## config.mk

```make
export PLATFORM = sky130hd
export DESIGN_NAME = tx_arbiter
export DESIGN_NICKNAME = d
export VERILOG_FILES = /design/src/rtl/tx_arbiter.sv
export SDC_FILE = /design/constraint.sdc
export NUM_CORES = 1
export LEC_CHECK = 0
export ABC_AREA = 1
export BUFFER_PORTS_ARGS = -buffer_cell sky130_fd_sc_hd__clkbuf_2
export CORE_MARGIN = 8
export CORE_UTILIZATION = 50
export CTS_CLUSTER_SIZE = 8
export DETAILED_ROUTE_END_ITERATION = 6
export HOLD_SLACK_MARGIN = 0.12
export MAX_ROUTING_LAYER = met4
export PLACE_DENSITY = 0.86
export SLEW_MARGIN = 20
export SYNTH_ARGS = -nofsm -noshare
export SYNTH_HDL_FRONTEND = slang
export SYNTH_SLANG_ARGS = --single-unit
```

## constraint.sdc

```tcl
create_clock -name clk -period 3.1 [get_ports clk]
set_clock_uncertainty 0.2 [all_clocks]
set_input_delay 0.93 -clock clk [delete_from_list [all_inputs] [get_ports clk]]
set_output_delay 0.93 -clock clk [all_outputs]
set_load 0.02 [all_outputs]
```

## src/rtl/tx_arbiter.sv

```systemverilog
// tx_arbiter: round-robin owner of one UART transmitter.
// Up to NREQ byte requesters share the Send/Sent/Din four-phase handshake.
// The arbiter latches the winner's byte, runs the handshake, pulses Done for
// that requester, then holds off for GAP_CYCLES idle cycles.
// Optional build macro TX_ARB_FIXED_PRI_EN: the round-robin pointer is held
// at 0, which turns the arbiter into fixed priority with requester 0 highest.
module tx_arbiter #(
    parameter int NREQ       = 4,
    parameter int GAP_CYCLES = 16
) (
    input  logic              clk,
    input  logic              Reset_n,
    input  logic [NREQ-1:0]   Req,
    input  logic [NREQ*8-1:0] Din_req,
    output logic [NREQ-1:0]   Grant,
    output logic [NREQ-1:0]   Done,
    output logic              Busy,
    output logic              Send,
    output logic [7:0]        Din,
    input  logic              Sent
);

    localparam int PW = (NREQ > 1) ? $clog2(NREQ) : 1;
    localparam int CW = (GAP_CYCLES > 0) ? $clog2(GAP_CYCLES + 1) : 1;
    localparam logic [CW-1:0] GAP_LOAD = (GAP_CYCLES > 0) ? CW'(GAP_CYCLES - 1) : '0;

    typedef enum logic [1:0] {
        IDLE    = 2'd0,
        SEND    = 2'd1,
        RELEASE = 2'd2,
        GAP     = 2'd3
    } state_t;

    state_t          state, state_n;
    logic [PW-1:0]   ptr, ptr_n;
    logic [PW-1:0]   win, win_n;
    logic [CW-1:0]   cnt, cnt_n;
    logic [NREQ-1:0] grant_n, done_n;
    logic            busy_n, send_n;
    logic [7:0]      din_n;
    logic [PW-1:0]   pick;
    logic            found;

    // Circular scan for the first asserted request starting at ptr.
    always_comb begin
        found = 1'b0;
        pick  = '0;
        for (int k = 0; k < NREQ; k++) begin
            for (int i = 0; i < NREQ; i++) begin
                if (!found && Req[i] && (i == (int'(ptr) + k) % NREQ)) begin
                    found = 1'b1;
                    pick  = PW'(i);
                end
            end
        end
    end

    // Next-state and next-output decode; every output is registered below.
    always_comb begin
        state_n = state;
        ptr_n   = ptr;
        win_n   = win;
        cnt_n   = cnt;
        grant_n = Grant;
        done_n  = '0;
        send_n  = Send;
        din_n   = Din;

        unique case (state)
            IDLE: begin
                // A stale Sent left over from an interrupted frame blocks arbitration.
                if (!Sent && found) begin
                    win_n   = pick;
                    grant_n = '0;
                    for (int i = 0; i < NREQ; i++) begin
                        if (pick == PW'(i)) begin
                            grant_n[i] = 1'b1;
                            din_n      = Din_req[i*8 +: 8];
                        end
                    end
                    send_n  = 1'b1;
                    state_n = SEND;
                end
            end
            SEND: begin
                if (Sent) begin
                    send_n  = 1'b0;
                    state_n = RELEASE;
                end
            end
            RELEASE: begin
                if (!Sent) begin
                    for (int i = 0; i < NREQ; i++) begin
                        if (win == PW'(i)) done_n[i] = 1'b1;
                    end
                    grant_n = '0;
                    ptr_n   = (int'(win) == NREQ - 1) ? '0 : win + PW'(1);
                    if (GAP_CYCLES > 0) begin
                        cnt_n   = GAP_LOAD;
                        state_n = GAP;
                    end else begin
                        state_n = IDLE;
                    end
                end
            end
            GAP: begin
                // Requests and any Sent glitch are ignored while the gap runs out.
                if (cnt == '0) state_n = IDLE;
                else           cnt_n   = cnt - CW'(1);
            end
            default: state_n = IDLE;
        endcase

`ifdef TX_ARB_FIXED_PRI_EN
        ptr_n = '0;
`endif

        busy_n = (state_n != IDLE);
    end

    // State register and registered outputs.
    always_ff @(posedge clk or negedge Reset_n) begin
        if (!Reset_n) begin
            state <= IDLE;
            ptr   <= '0;
            win   <= '0;
            cnt   <= '0;
            Grant <= '0;
            Done  <= '0;
            Busy  <= 1'b0;
            Send  <= 1'b0;
            Din   <= 8'h00;
        end else begin
            state <= state_n;
            ptr   <= ptr_n;
            win   <= win_n;
            cnt   <= cnt_n;
            Grant <= grant_n;
            Done  <= done_n;
            Busy  <= busy_n;
            Send  <= send_n;
            Din   <= din_n;
        end
    end

endmodule

```

==> results.yml, run 1 <==
outcome:
  status: "complete, no violations"
setup_path:
  max_stage_delay_ns: 0.23
  end_kind: "flip-flop"
  critPathKind: "in2reg"
  cp.required_ns: 3.07
  arrival_ns: 2.84
  critPathMaxFanout: 10
  path_cells: "clkbuf_2 > nand3_1 > nand2_1 > nor2_2 > nand4_2 > nor2_2 > nand4_2 > nor3_4 > nand4_4 > nand2_4 > nand2_4 > o21ai_1 > inv_1 > nand2_1 > nand2_1"
  path_buf_inv: 2
  critPathTopFamily: "simple AND/OR/NAND/NOR gates"
  startpoint_type: "input port"
  cpMostUsedCell: "nand2_1"
  cpMaxStageDelayCell: "nor3_4"
sta:
  period_share_pct: 92.5
  tns_ns: 0
  finalMaxSlewViolations: 0
  max_freq_mhz: 349
  slew_headroom_pct: 53.9
  rsz0062_at_grt: "false"
  fin_crit_ns: 2.87
  hold_viol: 0
  setup_violations: 0
  worstMarginPinSlew_ns: 0.691
pwr:
  internal_power_w: 0.00119
  combPwrFrac_pct: 61.8
  total_power_w: 0.00243
  vdd_drop_max_v: 0.000660
  leakagePower_nw: 1.37
  pwr-share-seq_pct: 26.5
  power_density_nw_per_um2: 1020
  switchingPower_w: 0.00123
  power.share.clock_pct: 11.8
  switching_share_pct: 50.8
floorplanning:
  die_w_microns: 78.0
  rows: 22
  io_pins: 57
  coreArea_sq_um: 3690
  design.die.area_sq_um: 6080
  fp.dieH_microns: 78.0
  start_util_pct: 52.1
detailed_routing:
  drt-initial-drc-count: 142
  num_vias: 1933
  detail-route-antenna-nets: 0
  wirelength_mm: 4.78
  wire_per_inst_microns: 12.5
  drc: 0
  firstDrtPassIters: 5
  viasPerCell: 5.06
synth:
  synth.area.top_cells: "dfrtp_1, nand2_1, inv_1, nor2_1, nand3_1"
  synth_fa_ha_area_share_pct: 3.91
  synth_warnings: 0
  synthSimpleGateAreaFrac_pct: 37.6
  synth_xor_area_share_pct: 0.456
  synth_mux_area_share_pct: 0
  synth_top_cell_by_area: "dfrtp_1"
  synth.distinct_cells: 29
  synth_top_family_by_area: "simple AND/OR/NAND/NOR gates"
  syn-num-nets: 312
  synth.ff_latch_count: 29
  synth_compound_area_share_pct: 8.79
  avgSynthCellArea_sq_um: 7.19
  netlist.area_leader.share_pct: 37.8
  yosysSeqAreaShare_pct: 37.8
  netlist_area_sq_um: 1920
  postSynthCellCount: 267
finish:
  num-fill-cells: 347
  design_area_sq_um: 2370
  syn2layout_area_growth_pct: 23.5
  layout-drive-gt1-share_pct: 26.6
  layout_common_cells: "nand2_1, clkbuf_2, inv_1, dfrtp_1, nor2_1"
  final_common_cell: "nand2_1"
  nNetsFinal: 378
  diodes: 0
  stdcell_count: 382
place:
  dp_cells: 374
  hpwl_mm: 3.95
  place_congestion: 1.00
  port-buffer-count: 56
  place_area_sq_um: 2290
clock_network:
  clkLatencyLatePin_ns: 0.28
  post_cts_buffers: 0
  cts_max_path_buffers: 2
  root_buffer: "clkbuf_8"
  ctsResizeCount: 0
  htreeDepth: 2
  clk_pin_slew_ns: 0.06
  cts_tree: "built"
  cts_made_buffers: 5
  postCtsHoldBufs: 0
  cts_sinks: 29
global_routing:
  antenna_found_initial: 0
  grt_overflow: 0
  track_usage_pct: 17.3
  grt_max_degree: 30
  grt_pass1_vias: 1937
  grt_pass1_wl_mm: 8.56
run:
  maxCapViolCount: 0
hold_path:
  hp-class: "reg2reg"
sequential cells by signal, indices dropped and copies added, names as in the netlist:
register,count
Send,1
Busy,1
Done,4
Din,8
Grant,4
ptr,2
state,2
win,2
cnt,5
worst register-to-register path, delay by kind of cell (launching register included):
family          cells  cell delay (ns)
compound gates      1             0.14
flops               1             0.45
buf+inv             2             0.16
simple gates       12             1.58
cells by family after synthesis:
group	count (synthesis)
compound gates	32
xor+xnor	1
fa+ha+maj	6
buf+inv	55
flops	29
simple gates	144
cell usage after synthesis, drive strengths merged:
cell and number:
nand2 74, inv 51, dfrtp 29, nor2 28, o21ai 27, nand3 19, nand4 15, ha 6
buf 4, nor3 4, a21oi 2, or2 2, a22oi 1, a311oi 1, nor3b 1, nor4 1
o21bai 1, xor2 1
power by group through the flow:
stage	Clock, W	Sequential, W	Combinational, W
2_1_floorplan	0	0.000728	0.000993
5_1_grt	0.000307	0.000665	0.00170
3_5_place_dp	0	0.000646	0.00149
6_report	0.000285	0.000642	0.00150
3_3_place_gp	0	0.000639	0.00144
4_1_cts	0.000296	0.000643	0.00149
metal layers:
metal / wire length (microns) / global-route usage [%] / vias to the layer above
met5: 0 / - / -
met4: 91 / 6.48 / 0
met3: 266 / 3.23 / 12
met2: 2320 / 27.9 / 72
met1: 2100 / 21.1 / 864
li1: - / - / 985
path summary, 6_finish.rpt:
check                                         from  slack, ns  cells past startpoint                  to
worst max-delay path                        Req[3]       0.23                     15  Din[3]$_DFFE_PN0P_
worst min-delay path            Din[2]$_DFFE_PN0P_       0.28                      2  Din[2]$_DFFE_PN0P_
worst max register to register  ptr[1]$_DFFE_PN0P_       0.46                     15  Din[3]$_DFFE_PN0P_
worst min register to register  Din[2]$_DFFE_PN0P_       0.28                      2  Din[2]$_DFFE_PN0P_
max in group asynchronous                  Reset_n       1.77                      1  win[1]$_DFFE_PN0P_
min in group asynchronous                  Reset_n       0.49                      1  cnt[1]$_DFFE_PN0P_
layout make-up:
cell class,instances,area (sq um),share of cell area (%)
clock buffers,8,80.1,3.38
flip-flops and latches,29,726,30.6
multi-input cells,183,980,41.3
well taps,48,60.1,2.53
repair buffers,63,333,14.0
inverters,51,194,8.18
stage by stage:
| step | util, % | setup WS (ns) | hold WS (ns) |
|---|---|---|---|
| after floorplan | - | 0.338 | 0.261 |
| after global placement | 62.0 | -0.0311 | 0.266 |
| after detailed placement | 62.0 | -0.0822 | 0.265 |
| after CTS | 64.2 | 0.206 | 0.281 |
| after global routing | 64.3 | 0.0174 | 0.298 |
| final | 64.3 | 0.232 | 0.276 |
Power figures use the tool's default switching activity.
==> inputs of run 2 (changes only) <==
--- a/config.mk
+++ b/config.mk
@@ -12,7 +12,6 @@
 export CTS_CLUSTER_SIZE = 8
 export DETAILED_ROUTE_END_ITERATION = 6
 export HOLD_SLACK_MARGIN = 0.12
-export MAX_ROUTING_LAYER = met4
 export PLACE_DENSITY = 0.86
 export SLEW_MARGIN = 20
 export SYNTH_ARGS = -nofsm -noshare
==> results.yml, run 2 (synthesized netlist as in run 1, its figures left out) <==
outcome:
  status: "complete, no violations"
sta:
  period_share_pct: 91.7
  setup_slack_ns: 0.257
  holdWs_ns: 0.284
  max_freq_mhz: 352
  finalMaxSlewViolations: 0
  setup_violations: 0
  rsz0062_at_grt: "false"
  slew_headroom_pct: 53.2
  hold_viol: 0
  fin_crit_ns: 2.84
  worstMarginPinSlew_ns: 0.702
global_routing:
  track_usage_pct: 16.6
  antenna_found_initial: 0
  grt_overflow: 0
  grt_pass1_wl_mm: 8.32
  grt_pass1_vias: 1866
  grt_max_degree: 30
detailed_routing:
  detail-route-antenna-nets: 0
  firstDrtPassIters: 4
  drc: 0
  num_vias: 1921
  viasPerCell: 5.00
  wirelength_mm: 4.89
  drt-initial-drc-count: 125
  wire_per_inst_microns: 12.7
finish:
  design_area_sq_um: 2400
  num-fill-cells: 337
  top_register: "Din"
  top_regs: "Din (8), cnt (5)"
  nNetsFinal: 381
  syn2layout_area_growth_pct: 24.8
  layout-drive-gt1-share_pct: 27.1
  fin_util_pct: 65.0
  layout_common_cells: "nand2_1, clkbuf_2, inv_1, dfrtp_1, nor2_1"
  final_common_cell: "nand2_1"
  largest_register_ffs: 8
  diodes: 0
setup_path:
  cp.required_ns: 3.08
  reg2reg_to: "Din[1]$_DFFE_PN0P_"
  critPathMaxFanout: 10
  reg2reg_from: "ptr[0]$_DFFE_PN0P_"
  r2r_slack_ns: 0.47
  cp-endpoint: "Din[1]$_DFFE_PN0P_"
  rr_worst_depth: 16
  startpoint_type: "input port"
  critPathKind: "in2reg"
  end_kind: "flip-flop"
  arrival_ns: 2.82
  critPathLaunch: "Req[3]"
floorplanning:
  start_util_pct: 52.1
  rows: 22
  io_pins: 57
  fp.dieH_microns: 78.0
  coreArea_sq_um: 3690
  die_w_microns: 78.0
  design.die.area_sq_um: 6080
place:
  place_area_sq_um: 2310
  port-buffer-count: 56
  hpwl_mm: 3.98
  place_congestion: 0.965
  dp_worst_setup_slack_ns: -0.0310
clock_network:
  clkLatencyLatePin_ns: 0.29
  postCtsHoldBufs: 0
  clk_pin_slew_ns: 0.06
  cts_tree: "built"
  htreeDepth: 2
  root_buffer: "clkbuf_8"
  ctsResizeCount: 0
  cts_sinks: 29
  cts_max_path_buffers: 2
  cts_made_buffers: 5
  post_cts_buffers: 0
hold_path:
  hp-class: "reg2reg"
pwr:
  total_power_w: 0.00247
  leakagePower_nw: 1.39
  vdd_drop_max_v: 0.000673
  power_density_nw_per_um2: 1030
run:
  maxCapViolCount: 0
run 2: critical path, stage by stage:
cell,delay (ns)
clkbuf_2,0.09
nand3_1,0.08
nand2_1,0.08
nor2_2,0.16
nand4_2,0.13
nor2_2,0.12
nand4_2,0.13
nor3_4,0.23
nand3_1,0.12
o21ai_1,0.16
nor2_1,0.17
buf_4,0.19
o21ai_1,0.07
inv_1,0.05
nand2_1,0.07
nand2_1,0.06
run 2: layout make-up:
class	count	area [sq um]	share of cell area, %
Multi-Input combinational cell	183	975	40.7
Inverter	51	194	8.09
Tap cell	48	60.1	2.51
Clock buffer	7	86.3	3.60
Timing Repair Buffer	66	355	14.8
Sequential cell	29	726	30.3
run 2: stage by stage:
| stage | TNS, ns | cells |
|---|---|---|
| floorplan | 0 | 267 |
| global placement | 0 | 377 |
| detailed placement | -0.116 | 377 |
| CTS | 0 | 384 |
| global route | 0 | 384 |
| finish | 0 | 384 |
run 2: report_power, final:
| group | leakage (nW) | switching (W) | internal (W) |
|---|---|---|---|
| Sequential | 0.359 | 0.000109 | 0.000531 |
| Combinational | 0.986 | 0.000994 | 0.000522 |
| Clock | 0.0443 | 0.000137 | 0.000176 |
| Total | 1.39 | 0.00124 | 0.00123 |
run 2: how the worst min path moves through the flow:
stage | from | to | slack (ns) | cells after the start
final | Din[3]$_DFFE_PN0P_ | Din[3]$_DFFE_PN0P_ | 0.28 | 2
after global routing | Din[3]$_DFFE_PN0P_ | Din[3]$_DFFE_PN0P_ | 0.31 | 2
after CTS | Din[3]$_DFFE_PN0P_ | Din[3]$_DFFE_PN0P_ | 0.28 | 2
after detailed placement | Din[3]$_DFFE_PN0P_ | Din[3]$_DFFE_PN0P_ | 0.27 | 2
after global placement | Din[5]$_DFFE_PN0P_ | Din[5]$_DFFE_PN0P_ | 0.26 | 2
after floorplan | cnt[0]$_DFFE_PN0P_ | cnt[0]$_DFFE_PN0P_ | 0.26 | 1
run 2: metal layers:
| layer | vias up | track usage (%) | wire length (microns) |
|---|---|---|---|
| li1 | 991 | - | - |
| met1 | 868 | 19.8 | 2140 |
| met2 | 54 | 27.2 | 2330 |
| met3 | 8 | 4.72 | 319 |
| met4 | 0 | 7.22 | 103 |
| met5 | - | 0 | 0 |
